[src/rtl/paddle_move_scheduler_if.sv]
// Input-front-end to paddle-position bundle: request levels/pulses in, move strobe out.
interface paddle_move_scheduler_if;
    logic       enable;
    logic       tick;
    logic       rot_event;
    logic       rot_right;
    logic       btn_left;
    logic       btn_right;
    logic       move_event;
    logic       move_right;
    logic [4:0] speed;

    modport master (
        output enable, tick, rot_event, rot_right, btn_left, btn_right,
        input  move_event, move_right, speed
    );

    modport slave (
        input  enable, tick, rot_event, rot_right, btn_left, btn_right,
        output move_event, move_right, speed
    );
endinterface

[src/rtl/paddle_move_scheduler.sv]
// Arbitrates rotary and auto-repeat button requests into one move strobe with accelerating speed.
// Latency: request in cycle N gives move_event in cycle N+1; all outputs registered.
// No backpressure: rotary wins collisions, the losing button move waits in a 1-deep pending slot.
module paddle_move_scheduler #(
    parameter int SPEED_MIN     = 2,
    parameter int SPEED_MAX     = 16,
    parameter int SPEED_STEP    = 2,
    parameter int ACCEL_WINDOW  = 4,
    parameter int REPEAT_DELAY  = 20,
    parameter int REPEAT_PERIOD = 4
) (
    input  logic                    clock,
    input  logic                    reset,
    paddle_move_scheduler_if.slave  bus
);
    localparam int CMAX = (REPEAT_DELAY > REPEAT_PERIOD) ? REPEAT_DELAY : REPEAT_PERIOD;
    localparam int CW   = $clog2(CMAX + 1);
    localparam int WW   = $clog2(ACCEL_WINDOW + 1);

    typedef enum logic [1:0] {IDLE, DELAY, REPEAT} btn_state_t;

    btn_state_t    state;
    logic [CW-1:0] tick_cnt;
    logic [4:0]    btn_speed;
    logic          prev_held;
    logic          prev_dir;
    logic          pending;
    logic          pend_dir;
    logic [4:0]    pend_speed;
    logic          rot_valid;
    logic          rot_dir;
    logic [4:0]    rot_speed;
    logic [WW-1:0] win_cnt;

    logic          held;
    logic          hdir;
    logic          press;
    logic          btn_req;
    logic [4:0]    btn_req_speed;
    logic [4:0]    rot_new_speed;

    // 6-bit sum before clamping so SPEED_MAX near 31 cannot overflow
    function automatic logic [4:0] sat_add(input logic [4:0] s);
        logic [5:0] t;
        t = {1'b0, s} + 6'(SPEED_STEP);
        return (t > 6'(SPEED_MAX)) ? 5'(SPEED_MAX) : t[4:0];
    endfunction

    always_comb begin
        held          = bus.btn_left ^ bus.btn_right;
        hdir          = bus.btn_right;
        press         = held && (!prev_held || (prev_dir != hdir));
        rot_new_speed = (rot_valid && (rot_dir == bus.rot_right) && (win_cnt < WW'(ACCEL_WINDOW)))
                        ? sat_add(rot_speed) : 5'(SPEED_MIN);
        btn_req       = 1'b0;
        btn_req_speed = btn_speed;
        if (bus.enable && held) begin
            if (press) begin
                btn_req       = 1'b1;
                btn_req_speed = 5'(SPEED_MIN);
            end else if (bus.tick && state == DELAY && tick_cnt == CW'(REPEAT_DELAY - 1)) begin
                btn_req = 1'b1;
            end else if (bus.tick && state == REPEAT && tick_cnt == CW'(REPEAT_PERIOD - 1)) begin
                btn_req       = 1'b1;
                btn_req_speed = sat_add(btn_speed);
            end
        end
    end

    always_ff @(posedge clock) begin
        if (reset) begin
            bus.move_event <= 1'b0;
            bus.move_right <= 1'b0;
            bus.speed      <= 5'(SPEED_MIN);
            state          <= IDLE;
            tick_cnt       <= '0;
            btn_speed      <= 5'(SPEED_MIN);
            prev_held      <= 1'b0;
            prev_dir       <= 1'b0;
            pending        <= 1'b0;
            pend_dir       <= 1'b0;
            pend_speed     <= 5'(SPEED_MIN);
            rot_valid      <= 1'b0;
            rot_dir        <= 1'b0;
            rot_speed      <= 5'(SPEED_MIN);
            win_cnt        <= '0;
        end else begin
            // Edge history tracks even while disabled, so a button held across enable is not a press
            prev_held      <= held;
            prev_dir       <= hdir;
            bus.move_event <= 1'b0;
            if (!bus.enable) begin
                state     <= IDLE;
                tick_cnt  <= '0;
                pending   <= 1'b0;
                rot_valid <= 1'b0;
                win_cnt   <= '0;
            end else begin
                if (bus.rot_event) begin
                    rot_valid <= 1'b1;
                    rot_dir   <= bus.rot_right;
                    rot_speed <= rot_new_speed;
                    win_cnt   <= '0;
                end else if (bus.tick && win_cnt < WW'(ACCEL_WINDOW)) begin
                    win_cnt <= win_cnt + WW'(1);
                end

                if (!held) begin
                    state    <= IDLE;
                    tick_cnt <= '0;
                end else if (press) begin
                    state     <= DELAY;
                    btn_speed <= 5'(SPEED_MIN);
                    tick_cnt  <= '0;
                end else if (bus.tick) begin
                    case (state)
                        DELAY: begin
                            if (tick_cnt == CW'(REPEAT_DELAY - 1)) begin
                                state    <= REPEAT;
                                tick_cnt <= '0;
                            end else begin
                                tick_cnt <= tick_cnt + CW'(1);
                            end
                        end
                        REPEAT: begin
                            if (tick_cnt == CW'(REPEAT_PERIOD - 1)) begin
                                btn_speed <= btn_req_speed;
                                tick_cnt  <= '0;
                            end else begin
                                tick_cnt <= tick_cnt + CW'(1);
                            end
                        end
                        default: ;
                    endcase
                end

                if (bus.rot_event) begin
                    bus.move_event <= 1'b1;
                    bus.move_right <= bus.rot_right;
                    bus.speed      <= rot_new_speed;
                    if (btn_req) begin
                        pending    <= 1'b1;
                        pend_dir   <= hdir;
                        pend_speed <= btn_req_speed;
                    end
                end else if (btn_req) begin
                    bus.move_event <= 1'b1;
                    bus.move_right <= hdir;
                    bus.speed      <= btn_req_speed;
                    pending        <= 1'b0;
                end else if (pending && held) begin
                    bus.move_event <= 1'b1;
                    bus.move_right <= pend_dir;
                    bus.speed      <= pend_speed;
                    pending        <= 1'b0;
                end

                if (!held) pending <= 1'b0;
            end
        end
    end
endmodule
[src/flat_wrapper.sv]
// flat-port wrapper written by rule: the top's interface ports become plain ports
module paddle_move_scheduler_flat 
#(
    parameter int SPEED_MIN     = 2,
    parameter int SPEED_MAX     = 16,
    parameter int SPEED_STEP    = 2,
    parameter int ACCEL_WINDOW  = 4,
    parameter int REPEAT_DELAY  = 20,
    parameter int REPEAT_PERIOD = 4
)
  (clock, reset, bus_enable, bus_tick, bus_rot_event, bus_rot_right, bus_btn_left, bus_btn_right, bus_move_event, bus_move_right, bus_speed);
  paddle_move_scheduler_if bus_i ();
  input  logic clock;
  input  logic reset;
  input wire logic [$bits(bus_i.enable)-1:0] bus_enable;
  input wire logic [$bits(bus_i.tick)-1:0] bus_tick;
  input wire logic [$bits(bus_i.rot_event)-1:0] bus_rot_event;
  input wire logic [$bits(bus_i.rot_right)-1:0] bus_rot_right;
  input wire logic [$bits(bus_i.btn_left)-1:0] bus_btn_left;
  input wire logic [$bits(bus_i.btn_right)-1:0] bus_btn_right;
  output wire logic [$bits(bus_i.move_event)-1:0] bus_move_event;
  output wire logic [$bits(bus_i.move_right)-1:0] bus_move_right;
  output wire logic [$bits(bus_i.speed)-1:0] bus_speed;
  assign bus_i.enable = bus_enable;
  assign bus_i.tick = bus_tick;
  assign bus_i.rot_event = bus_rot_event;
  assign bus_i.rot_right = bus_rot_right;
  assign bus_i.btn_left = bus_btn_left;
  assign bus_i.btn_right = bus_btn_right;
  assign bus_move_event = bus_i.move_event;
  assign bus_move_right = bus_i.move_right;
  assign bus_speed = bus_i.speed;
  paddle_move_scheduler #(.SPEED_MIN(SPEED_MIN), .SPEED_MAX(SPEED_MAX), .SPEED_STEP(SPEED_STEP), .ACCEL_WINDOW(ACCEL_WINDOW), .REPEAT_DELAY(REPEAT_DELAY), .REPEAT_PERIOD(REPEAT_PERIOD)) u_core (.clock(clock), .reset(reset), .bus(bus_i));
endmodule
[config.mk]
export PLATFORM = sky130hd
export DESIGN_NAME = paddle_move_scheduler_flat
export DESIGN_NICKNAME = d
export VERILOG_FILES = /design/src/rtl/paddle_move_scheduler_if.sv /design/src/rtl/paddle_move_scheduler.sv /design/src/flat_wrapper.sv
export SDC_FILE = /design/constraint.sdc
export NUM_CORES = 1
export LEC_CHECK = 0
export CELL_PAD_IN_SITES_DETAIL_PLACEMENT = 0
export CELL_PAD_IN_SITES_GLOBAL_PLACEMENT = 1
export CORE_MARGIN = 5
export CORE_UTILIZATION = 48
export DETAILED_ROUTE_END_ITERATION = 8
export MAX_ROUTING_LAYER = met4
export PLACE_DENSITY_LB_ADDON = 0.3
export SLEW_MARGIN = 40
export SYNTH_ARGS = -nofsm -noshare
export SYNTH_HDL_FRONTEND = slang
export SYNTH_SLANG_ARGS = --single-unit
[constraint.sdc]
create_clock -name clock -period 4.8 [get_ports clock]
set_input_delay 1.2 -clock clock [delete_from_list [all_inputs] [get_ports clock]]
set_output_delay 1.2 -clock clock [all_outputs]
set_load 0.01 [all_outputs]
==> metrics.yaml <==
run_status: "finished, final reports clean"
layout_commonest_cell: "dfxtp_1"
ys_top_cells_by_area: "dfxtp_1, a21oi_1, nor2_1"
nNetsFinal: 249
cts_tree: "yes"
synth.avg_cell_area_sq_um: 8.95
hpwl_um: 2960
met1_usage_pct: 21.3
ys_ff_latch: 38
irDropWorstVdd_uv: 191
cts_setup_buffers: 0
clk_latency_ns: 0.28
fmax_mhz: 301
core_sq_um: 4030
netlist_area_sq_um: 2000
power_density_nw_per_um2: 269
p_sw_share_pct: 24.1
cp_max_fo: 15
critPathKind: "input port to flip-flop"
ys_seq_area_share_pct: 38.1
cts_resized: 0
hp-class: "flip-flop to flip-flop"
drv_slew: 0
clk_pin_slew_worst_paths_ns: 0.07
drtAntennaViolNets: 0
grt_usage_pct: 16.5
synthFlopType: "dfxtp_1"
synth_top_area_share_pct: 38.1
cts_buffer_depth: 2
cp-end-kind: "flip-flop"
layout_common_cells: "dfxtp_1, nor2_1, a21oi_1, nand2_1, clkdlybuf4s50_1"
cts_max_level: 2
pre_cts_slack_ns: 1.15
critPathLaunchType: "input port"
power.switching_uw: 143
setup_viol: 0
cts-root-buf: "clkbuf_8"
synth_warnings: 0
setup_tns_ns: 0
dieWidth_um: 74.5
num_antenna_cells: 0
io_buffer_count: 14
synth_cells: 223
wl_per_cell_um: 14.0
post-route-util_pct: 54.6
power_frac_seq_pct: 55.2
reg2reg_depth: 6
clkSinkCount: 38
finalCritPeriodShare_pct: 69.3
detailroute.via_count: 1586
setup_ws_ns: 1.48
min_period_ns: 3.32
worstPathArrival_ns: 3.49
dieArea_sq_um: 5550
worstHoldPathCells: 2
top_usage_layer: "met2"
grt_pass1_vias: 1503
rows: 23
rsz0062_at_grt: "no"
synth_edf_count: 0
grt_use_met2_pct: 25.5
clkPwrFrac_pct: 34.0
use_met3_pct: 4.05
syn_to_final_growth_pct: 10.3
dr.pass1.iters: 4
syn_nets: 237
drc_errors: 0
ys_types: 57
synthArstFlopShare_pct: 0
drive_above_1_share_pct: 8.09
clock_skew_ns: 0.00392
gp_congestion: 0.752
dp_cells: 278
finalNonFillerCells: 285
drt-initial-drc-count: 74
tightest_slew_ns: 0.655
p_comb_share_pct: 10.8
start_util_pct: 49.5
synth_top_area_cell: "dfxtp_1"
required_ns: 4.97
p_leak_nw: 0.760
internal_power_uw: 450
max-slew-margin-rel_pct: 55.8
grt_start_max_net_pins: 18
io_pins: 15
numCtsBuffers: 5
grt_first_pass_wirelength_um: 6830
via_per_inst: 5.56
overflow: 0
antenna_found_initial: 0
die_h_um: 74.5
hold_violations: 0
cap_violations: 0
ctsHoldBuffers: 0
holdWs_ns: 0.449
routed_wl_um: 3980
==> layout make-up <==
type	count	area (sq um)
fillers	403	1830
clock buffers	7	76.3
well taps	50	62.6
inverters	6	22.5
repair buffers	16	155
flip-flops and latches	38	761
multi-input cells	168	1120
==> per-stage QoR <==
step           total power, mW  cell area (sq um)
6_report                 0.592               2200
4_1_cts                  0.599               2200
3_5_place_dp             0.398               2120
3_3_place_gp             0.398               2120
2_1_floorplan            0.377               2000
5_1_grt                  0.618               2200
==> critical path, stage by stage <==
cell and delay (ns):
clkdlybuf4s50_1 0.57, nor2b_1 0.16, a22o_2 0.19, and2_0 0.53
o21ai_1 0.32, a2111oi_0 0.43, o21bai_1 0.09
==> routing by layer <==
metal | share of wire [%] | up-vias
met5 | 0 | -
met4 | 1.3 | 0
met3 | 3.8 | 7
met2 | 43 | 22
met1 | 52 | 723
li1 | - | 834
==> path summary, 6_finish.rpt <==
kind	startpoint	end	slack, ns
min reg2reg	u_core.pend_speed[2]	u_core.pend_speed[2]	0.45
min	u_core.pend_speed[2]	u_core.pend_speed[2]	0.45
max reg2reg	u_core.tick_cnt[0]	u_core.bus.speed[2]	2.50
max	bus_btn_left	u_core.pend_speed[1]	1.48
==> sequential cells by signal (all words and copies together) (netlist names) <==
register               count
u_core.bus.speed           5
u_core.pending             1
u_core.pend_dir            1
u_core.bus.move_right      1
u_core.rot_dir             1
u_core.tick_cnt            5
u_core.rot_valid           1
u_core.prev_held           1
u_core.prev_dir            1
u_core.pend_speed          5
u_core.rot_speed           5
u_core.bus.move_event      1
u_core.btn_speed           5
u_core.win_cnt             3
u_core.state               2
==> synth_stat cells (2+ instances only) <==
master / count
or3_1: 4
nor2_1: 22
nor3_1: 7
buf_4: 3
a32oi_1: 3
dfxtp_1: 38
nand2b_1: 3
and2b_2: 2
ha_1: 6
nor2b_1: 10
clkbuf_8: 2
nand2_1: 17
mux2i_1: 7
inv_1: 6
or4_1: 2
nand3_1: 8
xor2_1: 6
a21oi_1: 17
o21ai_0: 7
a311oi_1: 3
o311ai_1: 2
xnor2_1: 4
clkbuf_1: 4
nor3b_1: 2
nand3b_1: 4
nand4_1: 3
==> power by group through the flow <==
stage / registers [mW] / logic, mW / clock network (mW)
after detailed placement: 0.334 / 0.0639 / 0
after floorplan: 0.335 / 0.0419 / 0
after global routing: 0.328 / 0.0713 / 0.218
final: 0.327 / 0.0638 / 0.201
after CTS: 0.327 / 0.0643 / 0.208
after global placement: 0.334 / 0.0640 / 0
==> cell families after synthesis <==
logic type | Yosys count | synth area share, %
adders and majority gates | 6 | 3.76
and+or+nand+nor | 96 | 27.8
xor gates and xnor gates | 10 | 4.39
buffers and inverters | 17 | 5.58
DFF | 38 | 38.1
AOI/OAI and AO/OA | 48 | 16.3
muxes | 8 | 4.08
Power figures use the tool's default switching activity.
